[config.mk]
export PLATFORM = sky130hd
export DESIGN_NAME = sobel_edge_detect
export DESIGN_NICKNAME = d
export VERILOG_FILES = /design/src/rtl/sobel_pkg.sv /design/src/rtl/sobel_grad_axis.sv /design/src/rtl/sobel_edge_detect.sv
export SDC_FILE = /design/constraint.sdc
export NUM_CORES = 1
export LEC_CHECK = 0
export ABC_CLOCK_PERIOD_IN_PS = 3600
export BUFFER_PORTS_ARGS = -buffer_cell sky130_fd_sc_hd__buf_2
export CORE_MARGIN = 2
export CORE_UTILIZATION = 55
export DETAILED_ROUTE_END_ITERATION = 10
export GPL_TIMING_DRIVEN = 0
export HOLD_SLACK_MARGIN = 0.12
export PLACE_DENSITY_LB_ADDON = 0.08
export SYNTH_ARGS = -nofsm -noshare
export SYNTH_HDL_FRONTEND = slang
export SYNTH_HIERARCHICAL = 1
export SYNTH_SLANG_ARGS = --single-unit
[constraint.sdc]
create_clock -name sclk -period 3.6 [get_ports sclk]
set_input_delay 0.36 -clock sclk [delete_from_list [all_inputs] [get_ports sclk]]
set_output_delay 0.36 -clock sclk [all_outputs]
set_load 0.1 [all_outputs]
[src/rtl/sobel_pkg.sv]
// sobel_pkg: shared widths, pixel codes and reset threshold for the Sobel edge path
package sobel_pkg;
    localparam int SUM_W = 10;
    localparam int MAG_W = 11;
    localparam logic [15:0] PIX_WHITE = 16'hFFFF;
    localparam logic [15:0] PIX_BLACK = 16'h0000;
    localparam logic [7:0] DEF_THRESH = 8'd80;

    function automatic logic [7:0] sat_mag(input logic [MAG_W-1:0] m);
        return (m > MAG_W'(255)) ? 8'hFF : m[7:0];
    endfunction
endpackage

[src/rtl/sobel_grad_axis.sv]
// sobel_grad_axis: two-stage weighted 1-2-1 sums of opposite window edges, then their absolute difference
module sobel_grad_axis
    import sobel_pkg::*;
#(
    parameter int DATA_W = 8
) (
    input  logic              sclk,
    input  logic              s_rst,
    input  logic [DATA_W-1:0] pos_a,
    input  logic [DATA_W-1:0] pos_b,
    input  logic [DATA_W-1:0] pos_c,
    input  logic [DATA_W-1:0] neg_a,
    input  logic [DATA_W-1:0] neg_b,
    input  logic [DATA_W-1:0] neg_c,
    output logic [SUM_W-1:0]  abs_diff
);
    logic [SUM_W-1:0] pos_sum, neg_sum;
    logic signed [SUM_W:0] diff;

    // one extra bit keeps the difference signed without wrapping
    always_comb diff = $signed({1'b0, pos_sum}) - $signed({1'b0, neg_sum});

    always_ff @(posedge sclk or posedge s_rst) begin
        if (s_rst) begin
            pos_sum  <= '0;
            neg_sum  <= '0;
            abs_diff <= '0;
        end else begin
            pos_sum  <= SUM_W'(pos_a) + SUM_W'({pos_b, 1'b0}) + SUM_W'(pos_c);
            neg_sum  <= SUM_W'(neg_a) + SUM_W'({neg_b, 1'b0}) + SUM_W'(neg_c);
            abs_diff <= diff[SUM_W] ? SUM_W'(-diff) : SUM_W'(diff);
        end
    end
endmodule

[src/rtl/sobel_edge_detect.sv]
// sobel_edge_detect: Sobel magnitude, per-line threshold, RGB565 black/white output and per-line edge count
module sobel_edge_detect
    import sobel_pkg::*;
#(
    parameter int DATA_W = 8,
    parameter int CNT_W = 11,
    parameter logic [7:0] DEF_THRESH = sobel_pkg::DEF_THRESH
) (
    input  logic              sclk,
    input  logic              s_rst,
    input  logic [DATA_W-1:0] matrix_p11,
    input  logic [DATA_W-1:0] matrix_p12,
    input  logic [DATA_W-1:0] matrix_p13,
    input  logic [DATA_W-1:0] matrix_p21,
    input  logic [DATA_W-1:0] matrix_p22,
    input  logic [DATA_W-1:0] matrix_p23,
    input  logic [DATA_W-1:0] matrix_p31,
    input  logic [DATA_W-1:0] matrix_p32,
    input  logic [DATA_W-1:0] matrix_p33,
    input  logic              process_href,
    input  logic              process_wrreq,
    input  logic [7:0]        threshold,
    output logic              edge_href,
    output logic              edge_wrreq,
    output logic [15:0]       edge_wrdata,
    output logic [7:0]        edge_mag,
    output logic [CNT_W-1:0]  line_edge_cnt,
    output logic              line_done
);
    logic href_d1, href_d2, wrreq_d1, wrreq_d2, href_prev, edge_href_prev;
    logic [7:0] thresh_lat;
    logic [SUM_W-1:0] gx_abs, gy_abs;
    logic [MAG_W-1:0] mag;
    logic is_edge, pix_edge;
    logic [CNT_W-1:0] cnt;

    sobel_grad_axis #(.DATA_W(DATA_W)) u_gx (
        .sclk(sclk), .s_rst(s_rst),
        .pos_a(matrix_p13), .pos_b(matrix_p23), .pos_c(matrix_p33),
        .neg_a(matrix_p11), .neg_b(matrix_p21), .neg_c(matrix_p31),
        .abs_diff(gx_abs)
    );

    sobel_grad_axis #(.DATA_W(DATA_W)) u_gy (
        .sclk(sclk), .s_rst(s_rst),
        .pos_a(matrix_p31), .pos_b(matrix_p32), .pos_c(matrix_p33),
        .neg_a(matrix_p11), .neg_b(matrix_p12), .neg_c(matrix_p13),
        .abs_diff(gy_abs)
    );

    always_comb begin
        mag      = MAG_W'(gx_abs) + MAG_W'(gy_abs);
        is_edge  = mag >= {3'b0, thresh_lat};
        pix_edge = edge_wrreq & edge_wrdata[0];
    end

    always_ff @(posedge sclk or posedge s_rst) begin
        if (s_rst) begin
            href_d1     <= 1'b0;
            href_d2     <= 1'b0;
            wrreq_d1    <= 1'b0;
            wrreq_d2    <= 1'b0;
            href_prev   <= 1'b0;
            thresh_lat  <= DEF_THRESH;
            edge_href   <= 1'b0;
            edge_wrreq  <= 1'b0;
            edge_wrdata <= PIX_BLACK;
            edge_mag    <= '0;
        end else begin
            href_d1     <= process_href;
            href_d2     <= href_d1;
            wrreq_d1    <= process_wrreq;
            wrreq_d2    <= wrreq_d1;
            href_prev   <= process_href;
            thresh_lat  <= (process_href & ~href_prev) ? threshold : thresh_lat;
            edge_href   <= href_d2;
            edge_wrreq  <= wrreq_d2;
            edge_wrdata <= (href_d2 & is_edge) ? PIX_WHITE : PIX_BLACK;
            edge_mag    <= href_d2 ? sat_mag(mag) : 8'h00;
        end
    end

    // line statistics are taken on the output side so they line up with what the writer sees
    always_ff @(posedge sclk or posedge s_rst) begin
        if (s_rst) begin
            edge_href_prev <= 1'b0;
            cnt            <= '0;
            line_edge_cnt  <= '0;
            line_done      <= 1'b0;
        end else begin
            edge_href_prev <= edge_href;
            line_done      <= ~edge_href & edge_href_prev;
            if (edge_href & ~edge_href_prev)
                cnt <= CNT_W'(pix_edge);
            else if (edge_href & pix_edge & ~&cnt)
                cnt <= cnt + CNT_W'(1);
            if (~edge_href & edge_href_prev)
                line_edge_cnt <= cnt;
        end
    end
endmodule

# Word level (Yosys, flattened, before mapping)
# Cells that the tools add are included.
# classes
addsub	14
order_cmp	2
n_mux	7
n_bitwise	10
reduce_logical	3
# ops
operator	count
$add 10x8->10	4
$add 8x9->10	4
$mux 11	2
$sub 10x10->11	2
$mux 10	2
$neg 10->10	2
$mux 16	1
$mux 8	2
$add 10x10->11	1
$add 11x1->11 const B	1
$ge 11x8->1	1
$gt 11x8->1 const B	1
$reduce_and 11->1	1
$and 1x1->1	7
$not 1->1	3
$reduce_bool 2->1	1
$logic_not 1->1	1
# word_totals
regBits	122
in_bits	84
out_inout_bits	38
word_cells	55

# Longest topological paths before layout
# logic_depth
ltp_word	5
mapped_depth	13
ltp_nobuf	13

# Cells and area by module
# The synthesis kept the hierarchy.
# by_module_without_submodules
module	instances	cells_each	area_per_inst_um2	seq_area_each_um2
sobel_grad_axis	2	219	2317.2	750.7
sobel_edge_detect	1	226	2512.4	1178.6

# Worst setup path after synthesis
# No wires, ideal clock.
# synth_path
path_kind	register to register
start	register u_gx.abs_diff[0]
end	register edge_wrdata[14]
setup_time_ns	0.124
t_arrival_ns	2.454
required_ns	3.476
setup_slack_ns	1.022
path_stages_with_launch	13
path_buffers	0
synth_period_minus_slack_ns	2.578
path_cell_list	dfrtp_1 > ha_1 > inv_1 > fa_1 > nand2b_1 > nand2b_1 > a21oi_1 > xnor2_1 > ha_1 > a21o_1 > a2111oi_0 > nor2_1 > o31a_1
# synth_between
elab_chain_cells	4
# synth_rtl
item	line_no	text
from (decl)	sobel_grad_axis.sv:15	output logic [SUM_W-1:0] abs_diff
from (signal assigned)	sobel_grad_axis.sv:31	abs_diff <= diff[SUM_W] ? SUM_W'(-diff) : SUM_W'(diff);
$add 10x10->11	sobel_edge_detect.sv:52	mag = MAG_W'(gx_abs) + MAG_W'(gy_abs);
$ge 11x8->1	sobel_edge_detect.sv:53	is_edge = mag >= {3'b0, thresh_lat};
$and 1x1->1	sobel_edge_detect.sv:78	edge_wrdata <= (href_d2 & is_edge) ? PIX_WHITE : PIX_BLACK;
$mux 16	sobel_edge_detect.sv:78	
to (signal assigned)	sobel_edge_detect.sv:78	
to (decl)	sobel_edge_detect.sv:25	output logic [15:0] edge_wrdata,
# Every way passes these cells.
# A chain may end at the register's enable or synchronous reset.

# Worst setup path in the final report
# layout_path
start	register u_gy.abs_diff[0]
end	register edge_wrdata[14]
# layout_between
elab_chain_cells	4
# layout_rtl
item	line_no
from (decl)	sobel_grad_axis.sv:15
from (signal assigned)	sobel_grad_axis.sv:31
$add 10x10->11	sobel_edge_detect.sv:52
$ge 11x8->1	sobel_edge_detect.sv:53
$and 1x1->1	sobel_edge_detect.sv:78
$mux 16	sobel_edge_detect.sv:78
# Every way passes these cells.

==> out/results.ini <==
[critical_path]
crit_buf_inv = 1
endpoint_kind = flip-flop
critPathSlowestCell = fa_1
critical_path.top_delay_family = compound AO/OA/AOI/OAI gates
path_max_fanout = 2
critPathArrivalTime_ns = 3.15
cp_cell_sequence = ha_1 -> inv_1 -> fa_1 -> nand2b_1 -> nand2b_1 -> a21oi_1 -> xnor2_1 -> ha_1 -> a21o_1 -> a2111oi_0 -> nor2_1 -> o31a_1
worstPathRequired_ns = 3.83
path_class = flip-flop to flip-flop
r2r_cells = 12
critical_path.startpoint_type = flip-flop
cp.depth = 12
slowest_delay_ns = 0.40

[synthesis]
synth_enable_flop_cells = 0
synth_common_cells = 105 x dfrtp_1, 77 x ha_1, 69 x inv_1
syn_inst = 664
synth_top_area_share_pct = 36.8
synthFlopType = dfrtp_1
ys_seq_area_share_pct = 37.5
synth.most_common_cell = dfrtp_1
yosysTopAreaCell = dfrtp_1
synth_seq_cells = 107
ys_top_cells_by_area = dfrtp_1 37%, ha_1 13%, fa_1 9.8%
synth_fp_nets = 860
ys_types = 59
synth.avg_cell_area_um2 = 10.8
yosys_warnings = 6
async_flop_share_pct = 100
syn_area_um2 = 7150

[timing]
setup_tns_ns = 0
layout_min_cycle_time_ns = 2.92
relSlewSlack_pct = 27.3
rsz0062_at_grt = no
finalHoldViolCount = 0
clock_skew_ns = 0.00598
period_share_pct = 81.2
final_max_slew_viol_count = 0
setup_slack_ns = 0.675
tightestPinTransition_ns = 1.09
setup_violations = 0
max_freq_mhz = 342

[drt]
via_count = 5097
wire_per_inst_um = 15.1
firstDrtPassIters = 4
final_antenna_net_count = 0
drc = 0
viasPerCell = 5.27
initialDrtViolationCount = 352
totalWireLength_um = 14600

[hold_path]
hold_path_class = primary input to flip-flop
hold_path_depth = 1

[layout]
fillers = 1041
multi_input_area_um2 = 4080
finalInstanceArea_um2 = 8250
areaGrowthSynthToFinish_pct = 15.4
diodes = 0
drive_above_1_share_pct = 23.9
ff_latch_area_um2 = 2680
final_nets = 987

[floorplan]
coreArea_um2 = 12700
row_count = 41
initial_core_util_pct = 56.4
io_pins = 122
die-height_um = 118
die_area_um2 = 13900
die_x_um = 118

[global_route]
grt_pass1_vias = 5278
grt_first_pass_wirelength_um = 24100
antenna_found_initial = 0
grt_max_degree = 36
grt_util_all_layers_pct = 21.8
overflow = 0

[cts]
cts_buffers = 9
insertion_delay_ns = 0.35
clockBufferDepth = 2
clkTransAtPathRegs_ns = 0.07
clkSinkCount = 107
root_buffer = clkbuf_16
cts_tree = yes
htree_num_levels = 3
post_cts_resize_count = 0

[placed_design]
postPlaceCellArea_um2 = 7950
globalplace.congestion = 0.981
io_buffers = 113
dp_slack_ns = 0.724
place_hpwl_um = 12000

[pwr]
p_leak_nw = 4.11
vdd_drop_max_mv = 0.356
power_density_nw_per_um2 = 985

[run]
cap_violations = 0

[status]
status = complete, no violations

## layout by cell type (no fill, tap or decap), types with 11 or more instances in the layout
cell | netlist | routed
mux2_2 | 12 | 12
buf_2 | 0 | 113
inv_1 | 69 | 68
xor2_1 | 28 | 28
nand2_1 | 23 | 23
xnor2_1 | 33 | 33
buf_4 | 15 | 15
o21a_1 | 12 | 12
ha_1 | 77 | 77
a21o_1 | 15 | 15
o21ai_0 | 29 | 29
nor2_1 | 46 | 46
dfrtp_1 | 105 | 105
nor2b_1 | 15 | 15
a21oi_1 | 37 | 37
nand2b_1 | 11 | 11
fa_1 | 35 | 35
## through the flow
step	utilization [%]	power (mW)	cells	hold WS [ns]
after floorplan	-	6.21	664	0.331
after global placement	62.6	6.99	949	0.335
after detailed placement	62.7	7.17	950	0.340
after CTS	65.1	8.15	968	0.120
after global routing	65.1	8.73	968	0.127
final	65.1	8.12	968	0.128
## power breakdown
| part | switching (mW) | leakage (nW) | internal (mW) | total (mW) |
|---|---|---|---|---|
| registers | 0.174 | 1.30 | 1.59 | 1.76 |
| clock network | 0.431 | 0.140 | 0.491 | 0.922 |
| logic | 3.45 | 2.67 | 1.99 | 5.44 |
## sequential cells by signal (all words and copies together) (netlist names), 8 cells and up
name / cells
cnt: 11
thresh_lat: 8
line_edge_cnt: 11
u_gy/pos_sum: 10
u_gx/neg_sum: 10
u_gy/neg_sum: 10
u_gx/abs_diff: 10
edge_mag: 8
u_gy/abs_diff: 10
u_gx/pos_sum: 10
## worst reg2reg max path: stages (launching register included)
cell       delay [ns]
dfrtp_1          0.36
ha_1             0.18
inv_1            0.06
fa_1             0.40
nand2b_1         0.20
nand2b_1         0.09
a21oi_1          0.08
xnor2_1          0.23
ha_1             0.30
a21o_1           0.16
a2111oi_0        0.39
nor2_1           0.09
o31a_1           0.27
## final timing paths
path	endpoint	slack, ns	startpoint
setup / recovery	edge_wrdata[14]$_DFF_PP0_	0.68	u_gy/abs_diff[0]$_DFF_PP0_
hold / removal	href_prev$_DFF_PP0_	0.13	process_href
setup reg to reg	edge_wrdata[14]$_DFF_PP0_	0.68	u_gy/abs_diff[0]$_DFF_PP0_
hold reg to reg	edge_wrreq$_DFF_PP0_	0.35	wrreq_d2$_DFF_PP0_
max in group asynchronous	u_gy/neg_sum[7]$_DFF_PP0_	2.06	s_rst
min in group asynchronous	thresh_lat[3]$_DFFE_PP0P_	0.55	s_rst
## repair_timing
action	in CTS	in global routing
hold endpoints to repair	11	0
setup buffers	0	0
hold buffers	2	0
endpoints found under the setup margin	0	0
## final cells by class
cell class	count	share of cell area, %
inverters	69	3.14
well taps	172	2.61
multi-input cells	469	49.5
plain buffers	19	1.55
clock inverters	5	0.440
repair buffers	116	7.34
flip-flops and latches	107	32.5
clock buffers	11	2.94
## metal layers
| metal | GRT usage, % | wire, um |
|---|---|---|
| met1 | 24.0 | 5930 |
| met2 | 39.9 | 7430 |
| met3 | 3.49 | 658 |
| met4 | 12.0 | 629 |
| met5 | 0 | 0 |
## cells by family (layout without fill, tap and decap cells)
family / count (synthesis) / count (layout) / share of synthesized area [%]
compound gates: 147 / 147 / 13.9
simple gates: 133 / 133 / 9.59
fa+ha+maj: 112 / 112 / 23.3
flops: 107 / 107 / 37.5
buf+inv: 88 / 220 / 5.41
xor+xnor: 63 / 63 / 7.93
mux: 14 / 14 / 2.35
(Power assumes the default switching activity.)
